==> src/rtl/sdram_test_pkg.sv <==
// rtl/sdram_test_pkg.sv - shared types and constants for the SDRAM test master
//
// Contents:
//   state_e              sweep sequencer states
//   ERROR_COUNT_WIDTH    width of the saturating mismatch counter
//   DEFAULT_PATTERN_SEED base value of the address-derived data pattern
//   sat_inc()            saturating increment for the mismatch counter
package sdram_test_pkg;

    typedef enum logic [2:0] {
        IDLE    = 3'd0,
        WR_REQ  = 3'd1,
        WR_WAIT = 3'd2,
        RD_REQ  = 3'd3,
        RD_WAIT = 3'd4,
        FINISH  = 3'd5
    } state_e;

    localparam int          ERROR_COUNT_WIDTH    = 16;
    localparam logic [31:0] DEFAULT_PATTERN_SEED = 32'hA5A5_0000;

    function automatic logic [ERROR_COUNT_WIDTH-1:0] sat_inc(
        input logic [ERROR_COUNT_WIDTH-1:0] value
    );
        return (&value) ? value : value + 1'b1;
    endfunction

endpackage

==> src/rtl/sdram_test_master_if.sv <==
// rtl/sdram_test_master_if.sv - user-port bus between test master and SDRAM controller
//
// Signals:
//   request       one-cycle transaction strobe (master -> controller)
//   write_enable  1 = write, 0 = read; qualified by request
//   address       transaction address, stable until response
//   write_data    write payload, stable until response
//   response      one-cycle completion pulse (controller -> master)
//   read_data     read payload, valid in the response cycle of a read
interface sdram_test_master_if #(
    parameter int ADDRESS_WIDTH = 13,
    parameter int DATA_WIDTH    = 32
) ();

    logic                     request;
    logic                     write_enable;
    logic [ADDRESS_WIDTH-1:0] address;
    logic [DATA_WIDTH-1:0]    write_data;
    logic                     response;
    logic [DATA_WIDTH-1:0]    read_data;

    modport master (
        output request,
        output write_enable,
        output address,
        output write_data,
        input  response,
        input  read_data
    );

    modport slave (
        input  request,
        input  write_enable,
        input  address,
        input  write_data,
        output response,
        output read_data
    );

endinterface

==> src/rtl/sdram_test_pattern.sv <==
// rtl/sdram_test_pattern.sv - expected-data generator for the SDRAM sweep
//
// Ports:
//   seed     base value of the pattern
//   address  sweep address
//   invert   selects the bitwise-inverted pattern
//   data     seed + zero_extend(address), optionally inverted
module sdram_test_pattern
    import sdram_test_pkg::*;
#(
    parameter int ADDRESS_WIDTH = 13,
    parameter int DATA_WIDTH    = 32
) (
    input  logic [DATA_WIDTH-1:0]    seed,
    input  logic [ADDRESS_WIDTH-1:0] address,
    input  logic                     invert,
    output logic [DATA_WIDTH-1:0]    data
);

    logic [DATA_WIDTH-1:0] base;

    always_comb begin
        base = seed + DATA_WIDTH'(address);
        data = invert ? ~base : base;
    end

endmodule

==> src/rtl/sdram_test_master.sv <==
// rtl/sdram_test_master.sv - write/read-back memory self-test initiator for the SDRAM controller
//
// Optional feature macro: SDRAM_TEST_MASTER_INVERT_PASS_EN (adds a second sweep
// using the inverted pattern; errors accumulate across both sweeps).
//
// Ports:
//   clock, reset         system clock, synchronous active-high reset
//   start                one-cycle pulse, begins a test when idle
//   busy                 high while a test is in progress
//   done                 one-cycle pulse at test end
//   pass                 result, valid with done, held until next start
//   timeout              sticky: controller failed to respond in time
//   error_count          saturating mismatch count
//   first_error_address  address of the first mismatch, 0 if none
//   mem                  controller user port (master side)
module sdram_test_master
    import sdram_test_pkg::*;
#(
    parameter int          ADDRESS_WIDTH  = 13,
    parameter int          DATA_WIDTH     = 32,
    parameter int          START_ADDRESS  = 0,
    parameter int          END_ADDRESS    = 8191,
    parameter logic [31:0] PATTERN_SEED   = DEFAULT_PATTERN_SEED,
    parameter int          TIMEOUT_CYCLES = 1024
) (
    input  logic                          clock,
    input  logic                          reset,
    input  logic                          start,
    output logic                          busy,
    output logic                          done,
    output logic                          pass,
    output logic                          timeout,
    output logic [ERROR_COUNT_WIDTH-1:0]  error_count,
    output logic [ADDRESS_WIDTH-1:0]      first_error_address,
    sdram_test_master_if.master           mem
);

    localparam int WAIT_WIDTH = $clog2(TIMEOUT_CYCLES + 1);
    localparam logic [ADDRESS_WIDTH-1:0] START_A   = ADDRESS_WIDTH'(START_ADDRESS);
    localparam logic [ADDRESS_WIDTH-1:0] END_A     = ADDRESS_WIDTH'(END_ADDRESS);
    localparam logic [WAIT_WIDTH-1:0]    WAIT_LAST = WAIT_WIDTH'(TIMEOUT_CYCLES - 1);
    localparam logic [DATA_WIDTH-1:0]    SEED_W    = DATA_WIDTH'(PATTERN_SEED);

    state_e                         state_q, state_d;
    logic [ADDRESS_WIDTH-1:0]       cursor_q, cursor_d;
    logic [WAIT_WIDTH-1:0]          wait_cnt_q, wait_cnt_d;
    logic [ERROR_COUNT_WIDTH-1:0]   error_count_q, error_count_d;
    logic [ADDRESS_WIDTH-1:0]       first_error_address_q, first_error_address_d;
    logic                           timeout_q, timeout_d;
    logic                           pass_q, pass_d;
    logic                           busy_q, busy_d;
    logic                           done_q, done_d;
    logic                           request_q, request_d;
    logic                           write_enable_q, write_enable_d;
    logic [ADDRESS_WIDTH-1:0]       address_q, address_d;
    logic [DATA_WIDTH-1:0]          write_data_q, write_data_d;
    logic [DATA_WIDTH-1:0]          expected_q, expected_d;
    logic [DATA_WIDTH-1:0]          pattern_data;
    logic                           pattern_invert;
    logic                           at_end;
    logic                           wait_expired;

`ifdef SDRAM_TEST_MASTER_INVERT_PASS_EN
    logic                           invert_q, invert_d;
    assign pattern_invert = invert_d;
`else
    assign pattern_invert = 1'b0;
`endif

    assign at_end       = (cursor_q == END_A);
    assign wait_expired = (wait_cnt_q == WAIT_LAST);

    // Driven from the next cursor so the pattern for a new address is ready
    // at the same edge that launches the write, and expected_q always tracks
    // the current cursor for the read compare.
    sdram_test_pattern #(
        .ADDRESS_WIDTH (ADDRESS_WIDTH),
        .DATA_WIDTH    (DATA_WIDTH)
    ) u_pattern (
        .seed    (SEED_W),
        .address (cursor_d),
        .invert  (pattern_invert),
        .data    (pattern_data)
    );

    // State and datapath registers
    always_ff @(posedge clock) begin
        if (reset) begin
            state_q               <= IDLE;
            cursor_q              <= '0;
            wait_cnt_q            <= '0;
            error_count_q         <= '0;
            first_error_address_q <= '0;
            timeout_q             <= 1'b0;
            pass_q                <= 1'b0;
            busy_q                <= 1'b0;
            done_q                <= 1'b0;
            request_q             <= 1'b0;
            write_enable_q        <= 1'b0;
            address_q             <= '0;
            write_data_q          <= '0;
            expected_q            <= '0;
`ifdef SDRAM_TEST_MASTER_INVERT_PASS_EN
            invert_q              <= 1'b0;
`endif
        end else begin
            state_q               <= state_d;
            cursor_q              <= cursor_d;
            wait_cnt_q            <= wait_cnt_d;
            error_count_q         <= error_count_d;
            first_error_address_q <= first_error_address_d;
            timeout_q             <= timeout_d;
            pass_q                <= pass_d;
            busy_q                <= busy_d;
            done_q                <= done_d;
            request_q             <= request_d;
            write_enable_q        <= write_enable_d;
            address_q             <= address_d;
            write_data_q          <= write_data_d;
            expected_q            <= expected_d;
`ifdef SDRAM_TEST_MASTER_INVERT_PASS_EN
            invert_q              <= invert_d;
`endif
        end
    end

    // Next-state and sweep bookkeeping
    always_comb begin
        state_d               = state_q;
        cursor_d              = cursor_q;
        wait_cnt_d            = wait_cnt_q;
        error_count_d         = error_count_q;
        first_error_address_d = first_error_address_q;
        timeout_d             = timeout_q;
        pass_d                = pass_q;
`ifdef SDRAM_TEST_MASTER_INVERT_PASS_EN
        invert_d              = invert_q;
`endif
        unique case (state_q)
            IDLE: begin
                if (start) begin
                    state_d               = WR_REQ;
                    cursor_d              = START_A;
                    error_count_d         = '0;
                    first_error_address_d = '0;
                    timeout_d             = 1'b0;
                    pass_d                = 1'b0;
`ifdef SDRAM_TEST_MASTER_INVERT_PASS_EN
                    invert_d              = 1'b0;
`endif
                end
            end
            WR_REQ: begin
                state_d    = WR_WAIT;
                wait_cnt_d = '0;
            end
            WR_WAIT: begin
                if (mem.response) begin
                    if (at_end) begin
                        cursor_d = START_A;
                        state_d  = RD_REQ;
                    end else begin
                        cursor_d = cursor_q + 1'b1;
                        state_d  = WR_REQ;
                    end
                end else if (wait_expired) begin
                    timeout_d = 1'b1;
                    state_d   = FINISH;
                end else begin
                    wait_cnt_d = wait_cnt_q + 1'b1;
                end
            end
            RD_REQ: begin
                state_d    = RD_WAIT;
                wait_cnt_d = '0;
            end
            RD_WAIT: begin
                if (mem.response) begin
                    if (mem.read_data != expected_q) begin
                        error_count_d = sat_inc(error_count_q);
                        // A zero count means no mismatch yet in this test;
                        // once non-zero it can only grow or saturate.
                        if (error_count_q == '0) begin
                            first_error_address_d = cursor_q;
                        end
                    end
                    if (at_end) begin
`ifdef SDRAM_TEST_MASTER_INVERT_PASS_EN
                        if (!invert_q) begin
                            invert_d = 1'b1;
                            cursor_d = START_A;
                            state_d  = WR_REQ;
                        end else begin
                            state_d  = FINISH;
                        end
`else
                        state_d = FINISH;
`endif
                    end else begin
                        cursor_d = cursor_q + 1'b1;
                        state_d  = RD_REQ;
                    end
                end else if (wait_expired) begin
                    timeout_d = 1'b1;
                    state_d   = FINISH;
                end else begin
                    wait_cnt_d = wait_cnt_q + 1'b1;
                end
            end
            FINISH: begin
                state_d = IDLE;
            end
            default: begin
                state_d = IDLE;
            end
        endcase

        // Result is latched on entry to FINISH using the final counts,
        // including a mismatch on the very last read.
        if ((state_d == FINISH) && (state_q != FINISH)) begin
            pass_d = (error_count_d == '0) && !timeout_d;
        end
    end

    // Registered outputs, decoded from the state being entered so they line
    // up with state_q in the following cycle.
    always_comb begin
        request_d      = (state_d == WR_REQ) || (state_d == RD_REQ);
        busy_d         = (state_d != IDLE) && (state_d != FINISH);
        done_d         = (state_d == FINISH);
        address_d      = request_d ? cursor_d : address_q;
        write_enable_d = write_enable_q;
        write_data_d   = write_data_q;
        expected_d     = pattern_data;
        if (state_d == WR_REQ) begin
            write_enable_d = 1'b1;
            write_data_d   = pattern_data;
        end else if (state_d == RD_REQ) begin
            write_enable_d = 1'b0;
        end
    end

    assign busy                = busy_q;
    assign done                = done_q;
    assign pass                = pass_q;
    assign timeout             = timeout_q;
    assign error_count         = error_count_q;
    assign first_error_address = first_error_address_q;

    assign mem.request      = request_q;
    assign mem.write_enable = write_enable_q;
    assign mem.address      = address_q;
    assign mem.write_data   = write_data_q;

endmodule
==> src/flat_wrapper.sv <==
// flat-port wrapper written by rule: the top's interface ports become plain ports
module sdram_test_master_flat import sdram_test_pkg::*;
#(
    parameter int          ADDRESS_WIDTH  = 13,
    parameter int          DATA_WIDTH     = 32,
    parameter int          START_ADDRESS  = 0,
    parameter int          END_ADDRESS    = 8191,
    parameter logic [31:0] PATTERN_SEED   = DEFAULT_PATTERN_SEED,
    parameter int          TIMEOUT_CYCLES = 1024
)
  (clock, reset, start, busy, done, pass, timeout, error_count, first_error_address, mem_request, mem_write_enable, mem_address, mem_write_data, mem_response, mem_read_data);
  sdram_test_master_if #(.ADDRESS_WIDTH(ADDRESS_WIDTH), .DATA_WIDTH(DATA_WIDTH)) mem_i ();
  input  logic clock;
  input  logic reset;
  input  logic start;
  output logic busy;
  output logic done;
  output logic pass;
  output logic timeout;
  output logic [ERROR_COUNT_WIDTH-1:0] error_count;
  output logic [ADDRESS_WIDTH-1:0] first_error_address;
  output wire logic [$bits(mem_i.request)-1:0] mem_request;
  output wire logic [$bits(mem_i.write_enable)-1:0] mem_write_enable;
  output wire logic [$bits(mem_i.address)-1:0] mem_address;
  output wire logic [$bits(mem_i.write_data)-1:0] mem_write_data;
  input wire logic [$bits(mem_i.response)-1:0] mem_response;
  input wire logic [$bits(mem_i.read_data)-1:0] mem_read_data;
  assign mem_request = mem_i.request;
  assign mem_write_enable = mem_i.write_enable;
  assign mem_address = mem_i.address;
  assign mem_write_data = mem_i.write_data;
  assign mem_i.response = mem_response;
  assign mem_i.read_data = mem_read_data;
  sdram_test_master #(.ADDRESS_WIDTH(ADDRESS_WIDTH), .DATA_WIDTH(DATA_WIDTH), .START_ADDRESS(START_ADDRESS), .END_ADDRESS(END_ADDRESS), .PATTERN_SEED(PATTERN_SEED), .TIMEOUT_CYCLES(TIMEOUT_CYCLES)) u_core (.clock(clock), .reset(reset), .start(start), .busy(busy), .done(done), .pass(pass), .timeout(timeout), .error_count(error_count), .first_error_address(first_error_address), .mem(mem_i));
endmodule
==> config.mk <==
export PLATFORM = sky130hd
export DESIGN_NAME = sdram_test_master_flat
export DESIGN_NICKNAME = d
export VERILOG_FILES = /design/src/rtl/sdram_test_pkg.sv /design/src/rtl/sdram_test_master_if.sv /design/src/rtl/sdram_test_pattern.sv /design/src/rtl/sdram_test_master.sv /design/src/flat_wrapper.sv
export SDC_FILE = /design/constraint.sdc
export NUM_CORES = 1
export LEC_CHECK = 0
export BUFFER_PORTS_ARGS = -buffer_cell sky130_fd_sc_hd__buf_2
export CORE_MARGIN = 3
export CORE_UTILIZATION = 40
export DETAILED_ROUTE_END_ITERATION = 8
export PLACE_DENSITY = 0.6
export SLEW_MARGIN = 20
export SYNTH_ARGS = -nofsm -noshare
export SYNTH_HDL_FRONTEND = slang
export SYNTH_SLANG_ARGS = --single-unit
==> constraint.sdc <==
create_clock -name clock -period 6.4 [get_ports clock]
set_input_delay 0.96 -clock clock [delete_from_list [all_inputs] [get_ports clock]]
set_output_delay 0.96 -clock clock [all_outputs]
set_load 0.05 [all_outputs]
==> results of run 1 <==
-- through the flow --
stage / utilization (%) / area (um^2) / setup slack (ns)
final: 49.1 / 5460 / 3.04
after CTS: 49.1 / 5460 / 2.75
after floorplan: - / 4690 / 3.34
after global routing: 49.1 / 5460 / 2.69
after detailed placement: 46.4 / 5160 / 2.72
after global placement: 46.4 / 5160 / 2.77
-- flip-flops by register name, indices dropped and copies added (netlist names) --
name                        count
u_core.busy                     1
u_core.done                     1
u_core.cursor_q                12
u_core.error_count             16
u_core.mem.request              1
u_core.timeout                  1
u_core.expected_q               2
u_core.mem.write_enable         1
u_core.mem.address             13
u_core.state_q                  3
u_core.pass                     1
u_core.mem.write_data          14
u_core.first_error_address     13
u_core.wait_cnt_q              11
-- routing by layer --
metal  GRT usage [%]  part of all wire [%]  up-vias
met2            35.2                    48      135
met4            7.84                   2.2        0
met3            4.72                   5.2       26
met1            27.0                    45     2236
li1                -                     -     2281
met5               0                     0        -
-- critical path, delay by kind of cell (launching register included) --
kind	cells	cell delay [ns]
simple gates	6	1.42
compound gates	2	0.93
flops	1	0.60
buf+inv	1	0.33
-- worst paths after layout --
kind / endpoint / cells past startpoint / startpoint
min reg2reg: u_core.wait_cnt_q[10] / 2 / u_core.wait_cnt_q[10]
max reg2reg: u_core.first_error_address[6] / 9 / u_core.state_q[2]
max: u_core.first_error_address[6] / 9 / u_core.state_q[2]
min: u_core.wait_cnt_q[10] / 2 / u_core.wait_cnt_q[10]
-- cells by family (layout without fill, tap and decap cells) --
logic type / count (synthesis) / in the layout / synth area share (%)
XOR/XNOR: 20 / 20 / 3.76
flip-flops: 90 / 90 / 38.7
AO/OA/AOI/OAI: 147 / 147 / 20.7
AND/OR/NAND/NOR: 266 / 266 / 27.3
multiplexers: 6 / 6 / 1.29
buffers and inverters: 65 / 137 / 6.82
adder cells (fa/ha/maj): 5 / 5 / 1.34
other: 1 / 11 / 0.0805
-- power by group through the flow --
stage	clock, mW	combinational, mW	sequential (mW)
floorplan	0	0.148	0.654
global placement	0	0.245	0.604
detailed placement	0	0.246	0.605
CTS	0.555	0.247	0.592
global route	0.576	0.265	0.595
finish	0.542	0.246	0.592
-- final cells by class --
| class | count | area (um^2) | area share [%] |
|---|---|---|---|
| flip-flops and latches | 90 | 1800 | 33.0 |
| multi-input cells | 455 | 2580 | 47.2 |
| clock buffers | 10 | 239 | 4.38 |
| clock inverters | 5 | 61.3 | 1.12 |
| inverters | 13 | 48.8 | 0.893 |
| well taps | 140 | 175 | 3.21 |
| repair buffers | 109 | 558 | 10.2 |
-- synthesized netlist by cell type (all sizes together), types with 2 or more instances --
master  count
a21o        3
nor4       12
or2         2
a21oi      49
o311a       2
a31oi       7
a211oi     20
or4         3
ha          5
nand2      61
nor4b       4
buf        27
a311oi      2
clkbuf     25
dfxtp      90
o22ai       3
mux2i       6
o41a        2
o31a        4
xor2        4
a41oi       5
a21boi      2
nand3      33
and4        2
o21ai      30
xnor2      16
a211o       2
nand2b      4
a32oi       3
o21bai      2
nand4      13
a22oi       3
nor2       86
nor2b       4
and3       13
and2        5
inv        13
nor3       22
==> results.py, run 1 <==
metrics = {
    "outcome": {
        "run_status": "finished clean",
    },
    "drt": {
        "dr.pass1.iters": 7,
        "routed_wl_um": 13800,
        "antenna_left": 0,
        "num_vias": 4678,
        "vias_per_cell": 5.69,
        "drt_iter0_markers": 368,
        "drc_errors": 0,
        "wire_per_inst_um": 16.7,
    },
    "logic_synthesis": {
        "synth_seq_cells": 90,
        "syn_area_um2": 4660,
        "yosys-top-cells-area": "dfxtp_1 (39%), nor2_1 (6.9%), a21oi_1 (5.2%)",
        "yosysTopAreaCell": "dfxtp_1",
        "synthArstFlopShare_pct": 0,
        "synth_edf_count": 0,
        "synthCells": 600,
        "avgSynthCellArea_um2": 7.76,
        "ys_seq_area_share_pct": 38.7,
        "synth_top_cell_area_share_pct": 38.7,
        "synth_ff_type": "dfxtp_1",
        "ys_types": 60,
        "yosysWarnings": 0,
    },
    "final_layout": {
        "fin_cells": 822,
        "fillers": 1144,
        "layout-drive-gt1-share_pct": 19.9,
        "fin_nets": 719,
        "layout_common_cells": "buf_2 (104), dfxtp_1 (90), nor2_1 (84), nand2_1 (61), a21oi_1 (48)",
        "area_growth_syn_to_layout_pct": 17.3,
        "final_common_cell": "buf_2",
        "diodes": 0,
    },
    "power": {
        "combPwrFrac_pct": 17.8,
        "intPower_mw": 0.951,
        "clockPowerShare_pct": 39.3,
        "power_density_nw_per_um2": 253,
        "finalPower_mw": 1.38,
        "peakVddDrop_uv": 171,
        "swShare_pct": 31.1,
        "leakage_nw": 2.16,
        "seqPwrFrac_pct": 42.9,
        "p_sw_mw": 0.430,
    },
    "timing": {
        "finClkSkew_ns": 0.00876,
        "post-route-min-period_ns": 3.36,
        "fin_hold_ws_ns": 0.435,
        "rsz0062_at_grt": "false",
        "max_slew_margin_pct": 30.2,
        "max_freq_mhz": 297,
        "setup_viol": 0,
        "slew_viol_final": 0,
        "worstMarginPinSlew_ns": 1.05,
        "tns_ns": 0,
        "period_share_pct": 52.5,
        "hold_violations": 0,
    },
    "clock_tree": {
        "clk_path_buf_depth": 2,
        "postCtsSetupBuffers": 0,
        "cts-root-buf": "clkbuf_16",
        "clk_latency_ns": 0.35,
        "numCtsBuffers": 9,
        "cts_tree": "yes",
        "htreeDepth": 3,
        "holdBufCountCts": 0,
        "cts.clk_slew.worst_paths_ns": 0.07,
        "clock_sinks": 90,
        "cts_resized": 0,
    },
    "floorplanning": {
        "start_util_pct": 41.9,
        "rows": 38,
        "core_area_um2": 11100,
        "die_x_um": 114,
        "die_h_um": 114,
        "die_area_um2": 13000,
        "ios": 116,
    },
    "setup_path": {
        "cpMaxStageDelayCell": "a21oi_1",
        "cpMostUsedCell": "a21oi_1",
        "cp-end-kind": "register",
        "max_stage_delay_ns": 0.76,
        "cp_max_fo": 17,
        "r2r_setup_slack_ns": 3.04,
        "crit_chain": "nand2b_1 > nor2_2 > buf_4 > nand4_1 > nor3_1 > nor2_1 > a21oi_1 > nand3_1 > a21oi_1",
        "crit_required_ns": 6.68,
        "crit_type": "reg -> reg",
        "critPathLaunchType": "register",
        "crit_arrival_ns": 3.64,
    },
    "placement": {
        "port_buffers": 104,
        "placed_cells": 807,
        "dp_hpwl_um": 9950,
        "gp_congestion": 0.917,
    },
    "global_route": {
        "grt_pass1_vias": 4300,
        "grt_pass1_wl_um": 22200,
        "grt_overflow": 0,
        "grt.total_usage_pct": 21.2,
        "grt_max_degree": 75,
        "grt_antenna_before_repair": 0,
    },
    "min_path": {
        "hp-class": "reg -> reg",
    },
    "job": {
        "max-cap-violations": 0,
    },
}
Power figures use the tool's default switching activity.
==> inputs of run 2 (changes only) <==
==> constraint.sdc (replaced) <==
create_clock -name clock -period 3.3 [get_ports clock]
set_input_delay 0.495 -clock clock [delete_from_list [all_inputs] [get_ports clock]]
set_output_delay 0.495 -clock clock [all_outputs]
set_load 0.05 [all_outputs]
==> run 2 against run 1 <==
Effect of this change: sequential share of layout area shrank 1.0 points; via count increased by 1.8%; final area up 3.2%; setup slack lost 2.8 ns; register-to-register slack got worse by 2.8 ns; clock power grew 100%; first-iteration DRC count shrank 12%; clock skew down 0.0037 ns; sequential power grew 93%; die area unchanged; wire length increased by 6.4%; count of clock-buffer cells in the layout increased by 4.
==> results.py, run 2 (same netlist as run 1, synthesis figures left out) <==
metrics = {
    "drt": {
        "dr.pass1.iters": 5,
        "routed_wl_um": 14600,
        "num_vias": 4761,
        "drc_errors": 0,
        "drt_iter0_markers": 325,
        "vias_per_cell": 5.63,
        "antenna_left": 0,
        "wire_per_inst_um": 17.3,
    },
    "final_layout": {
        "diodes": 0,
        "largest_reg_flops": 16,
        "area_growth_syn_to_layout_pct": 21.1,
        "final_common_cell": "buf_2",
        "fin_nets": 741,
        "layout_common_cells": "buf_2 (104), dfxtp_1 (90), nor2_1 (85), nand2_1 (61), a21oi_1 (48)",
        "layout-drive-gt1-share_pct": 21.8,
        "fin_cells": 845,
    },
    "timing": {
        "period_share_pct": 92.6,
        "max_freq_mhz": 327,
        "setup_viol": 0,
        "post-route-min-period_ns": 3.06,
        "setup_ws_ns": 0.245,
        "fin_hold_ws_ns": 0.439,
        "rsz0062_at_grt": "false",
        "hold_violations": 0,
        "slew_viol_final": 0,
        "tns_ns": 0,
        "max_slew_margin_pct": 39.2,
        "finClkSkew_ns": 0.00503,
        "worstMarginPinSlew_ns": 0.911,
    },
    "power": {
        "peakVddDrop_uv": 290,
        "power_density_nw_per_um2": 487,
        "finalPower_mw": 2.74,
        "leakage_nw": 2.27,
    },
    "global_route": {
        "grt_pass1_vias": 4591,
        "grt_antenna_before_repair": 0,
        "grt_max_degree": 44,
        "grt.total_usage_pct": 22.7,
        "grt_overflow": 0,
        "grt_pass1_wl_um": 23700,
    },
    "clock_tree": {
        "cts-root-buf": "clkbuf_16",
        "clock_sinks": 90,
        "clk_latency_ns": 0.35,
        "numCtsBuffers": 9,
        "holdBufCountCts": 0,
        "cts_resized": 0,
        "htreeDepth": 3,
        "clk_path_buf_depth": 2,
        "cts.clk_slew.worst_paths_ns": 0.06,
        "postCtsSetupBuffers": 0,
        "cts_tree": "yes",
    },
    "placement": {
        "placed_cells": 829,
        "gp_congestion": 0.935,
        "port_buffers": 104,
        "dp_hpwl_um": 10900,
        "post-place-ws_ns": 0.334,
    },
    "min_path": {
        "hp-class": "reg -> reg",
    },
    "floorplanning": {
        "ios": 116,
        "core_area_um2": 11100,
        "die_h_um": 114,
        "start_util_pct": 41.9,
        "rows": 38,
        "die_area_um2": 13000,
        "die_x_um": 114,
    },
    "setup_path": {
        "critPathCapture": "u_core.first_error_address[5]",
        "crit_arrival_ns": 3.32,
        "rr_startpoint": "u_core.state_q[1]",
        "critPathLaunchType": "register",
        "cp-end-kind": "register",
        "crit_required_ns": 3.57,
        "r2r_setup_slack_ns": 0.24,
        "cp_max_fo": 13,
        "startpoint": "u_core.state_q[1]",
        "crit_type": "reg -> reg",
        "reg2reg_depth": 8,
        "timing.rr.end": "u_core.first_error_address[5]",
    },
    "job": {
        "max-cap-violations": 0,
    },
    "outcome": {
        "run_status": "finished clean",
    },
}
==> run 2: cell types whose count changed in the layout (fill, tap and decap cells not counted), sizes merged <==
cell	before	now
inv	15	13
clkbuf	10	14
buf	109	131
clkinv	2	0
bufinv	1	2
==> run 2: layer usage <==
metal  vias to the layer above  part of all wire (%)  GRT usage, %
met2                       149                    51          39.7
met3                        19                   5.3          3.50
met1                      2263                    42          28.0
met5                         -                     0             0
met4                         0                   1.8          8.55
li1                       2330                     -             -
==> run 2: worst min-delay path by stage <==
| stage | start | end | cells after the start |
|---|---|---|---|
| 5_1_grt | u_core.first_error_address[5] | u_core.first_error_address[5] | 2 |
| 2_1_floorplan | u_core.wait_cnt_q[10] | u_core.wait_cnt_q[10] | 2 |
| 3_5_place_dp | u_core.wait_cnt_q[10] | u_core.wait_cnt_q[10] | 2 |
| 3_3_place_gp | u_core.wait_cnt_q[10] | u_core.wait_cnt_q[10] | 2 |
| 4_1_cts | u_core.wait_cnt_q[10] | u_core.wait_cnt_q[10] | 2 |
| 6_report | u_core.wait_cnt_q[10] | u_core.wait_cnt_q[10] | 2 |
==> run 2: cell type report <==
cell class                 instances  area, um^2
tap                              140         175
clock inverter                     2        60.1
sequential                        90        1800
inverter                          13        48.8
multi-input combinational        455        2570
clock buffer                      14         254
timing repair buffer             131         723
fill                            1124        5490
==> run 2: per-stage QoR <==
step           cell area (um^2)  utilization (%)
4_1_cts                    5640             50.7
2_1_floorplan              4690                -
3_3_place_gp               5320             47.9
3_5_place_dp               5320             47.9
5_1_grt                    5640             50.7
6_report                   5640             50.7
==> run 2: power by group <==
| group | internal [mW] | total (mW) | switching, mW |
|---|---|---|---|
| clock | 0.686 | 1.10 | 0.412 |
| combinational | 0.127 | 0.502 | 0.374 |
| sequential | 1.12 | 1.14 | 0.0231 |
==> run 2: critical path: stages, from the launching register on <==
cell and delay [ns]:
dfxtp_1 0.46, nand2b_1 0.31, nor2_1 0.43, nand4_1 0.19, nor3_1 0.41, nor2_1 0.08, a21oi_1 0.71, nand3_1 0.21
a21oi_1 0.18
==> inputs of run 3 (changes only) <==
--- a/config.mk
+++ b/config.mk
@@ -6,7 +6,7 @@
 export NUM_CORES = 1
 export LEC_CHECK = 0
 export BUFFER_PORTS_ARGS = -buffer_cell sky130_fd_sc_hd__buf_2
-export CORE_MARGIN = 3
+export CORE_MARGIN = 10
 export CORE_UTILIZATION = 40
 export DETAILED_ROUTE_END_ITERATION = 8
 export PLACE_DENSITY = 0.6
==> run 3 against run 2 <==
Effect of this change: global-route usage decreased by 4.1 points; final cell count increased by 0.71%; critical path type unchanged; final area increased by 0.42%; flip-flop and latch count unchanged; worst hold slack got worse by 0.0014 ns.
==> results.py, run 3 (same netlist as run 1, synthesis figures left out) <==
metrics = {
    "final_layout": {
        "layout-drive-gt1-share_pct": 22.7,
        "area_growth_syn_to_layout_pct": 21.6,
        "fin_nets": 744,
        "diodes": 0,
        "largest_reg_flops": 16,
        "fin_cells": 851,
        "layout_common_cells": "buf_2 (104), dfxtp_1 (90), nor2_1 (84), nand2_1 (61), a21oi_1 (48)",
        "final_common_cell": "buf_2",
    },
    "timing": {
        "worstMarginPinSlew_ns": 0.889,
        "period_share_pct": 91.1,
        "fin_hold_ws_ns": 0.438,
        "max_freq_mhz": 333,
        "post-route-min-period_ns": 3.01,
        "setup_viol": 0,
        "hold_violations": 0,
        "rsz0062_at_grt": "false",
        "max_slew_margin_pct": 40.8,
        "slew_viol_final": 0,
        "finClkSkew_ns": 0.00853,
        "setup_ws_ns": 0.295,
        "tns_ns": 0,
    },
    "clock_tree": {
        "cts-root-buf": "clkbuf_16",
        "clk_latency_ns": 0.35,
        "clock_sinks": 90,
        "cts_resized": 0,
        "numCtsBuffers": 9,
        "htreeDepth": 3,
        "clk_path_buf_depth": 2,
        "cts_tree": "yes",
        "postCtsSetupBuffers": 0,
        "holdBufCountCts": 0,
        "cts.clk_slew.worst_paths_ns": 0.07,
    },
    "setup_path": {
        "path_buf_inv": 0,
        "cpMaxStageDelayCell": "or4_4",
        "crit_required_ns": 3.55,
        "cp-end-kind": "register",
        "crit_arrival_ns": 3.26,
        "max_stage_delay_ns": 0.56,
        "critPathTopFamily": "simple AND/OR/NAND/NOR gates",
        "crit_chain": "ha_1 > nand3_2 > or4_4 > o21ai_4 > a21oi_4 > a31o_1 > a21boi_1 > nand4_1 > or4b_1 > o32ai_1",
        "crit_type": "reg -> reg",
        "critPathLaunchType": "register",
        "cp_max_fo": 13,
    },
    "placement": {
        "dp_hpwl_um": 11800,
        "port_buffers": 104,
        "post-place-ws_ns": 0.322,
        "placed_cells": 835,
        "gp_congestion": 0.933,
    },
    "drt": {
        "drc_errors": 0,
        "routed_wl_um": 15600,
        "vias_per_cell": 5.63,
        "dr.pass1.iters": 5,
        "wire_per_inst_um": 18.3,
        "num_vias": 4794,
        "antenna_left": 0,
        "drt_iter0_markers": 423,
    },
    "floorplanning": {
        "ios": 116,
        "start_util_pct": 40.8,
        "die_area_um2": 16400,
        "die_h_um": 128,
        "rows": 39,
        "die_x_um": 128,
        "core_area_um2": 11400,
    },
    "power": {
        "leakage_nw": 2.28,
        "finalPower_mw": 2.66,
        "peakVddDrop_uv": 340,
        "power_density_nw_per_um2": 470,
    },
    "global_route": {
        "grt_pass1_vias": 4622,
        "grt_antenna_before_repair": 0,
        "grt_overflow": 0,
        "grt.total_usage_pct": 18.5,
        "grt_pass1_wl_um": 24400,
        "grt_max_degree": 39,
    },
    "min_path": {
        "hp-class": "reg -> reg",
    },
    "outcome": {
        "run_status": "finished clean",
    },
    "job": {
        "max-cap-violations": 0,
    },
}
## run 3: cell count changes in the layout (fill, tap and decap cells not counted), moves of 2 or more
cell / before / now
clkbuf_1: 4 / 1
buf_4: 27 / 29
bufinv_16: 2 / 0
clkbuf_8: 1 / 3
## run 3: final timing paths
kind	slack (ns)	from	end	cells past startpoint
max	0.29	u_core.error_count[0]	u_core.pass	10
min	0.44	u_core.wait_cnt_q[10]	u_core.wait_cnt_q[10]	2
max reg2reg	0.29	u_core.error_count[0]	u_core.pass	10
min reg2reg	0.44	u_core.wait_cnt_q[10]	u_core.wait_cnt_q[10]	2
## run 3: final cells by class
cell class | instances | area (um^2)
Timing Repair Buffer | 134 | 758
Sequential cell | 90 | 1800
Fill cell | 1193 | 5760
Clock inverter | 3 | 21.3
Inverter | 13 | 48.8
Multi-Input combinational cell | 455 | 2580
Tap cell | 143 | 179
Clock buffer | 13 | 270
## run 3: worst min-delay path: stages (launching register included)
cell and delay, ns:
dfxtp_1 0.31, inv_1 0.05, a311oi_1 0.04
## run 3: power breakdown
part / switching, mW / internal [mW]
clock: 0.433 / 0.574
sequential: 0.0227 / 1.12
combinational: 0.378 / 0.130
## run 3: through the flow
step                      util [%]  instance area [um^2]
after global routing          49.6                  5660
final                         49.6                  5660
after CTS                     49.5                  5660
after detailed placement      47.0                  5370
after global placement        47.0                  5370
after floorplan                  -                  4690
## run 3: routing by layer
metal	routed length [um]	vias to the layer above	global-route usage, %
met5	0	-	0
met4	388	0	8.21
met3	957	30	4.80
met2	7730	174	31.3
met1	6490	2254	21.6
li1	-	2336	-
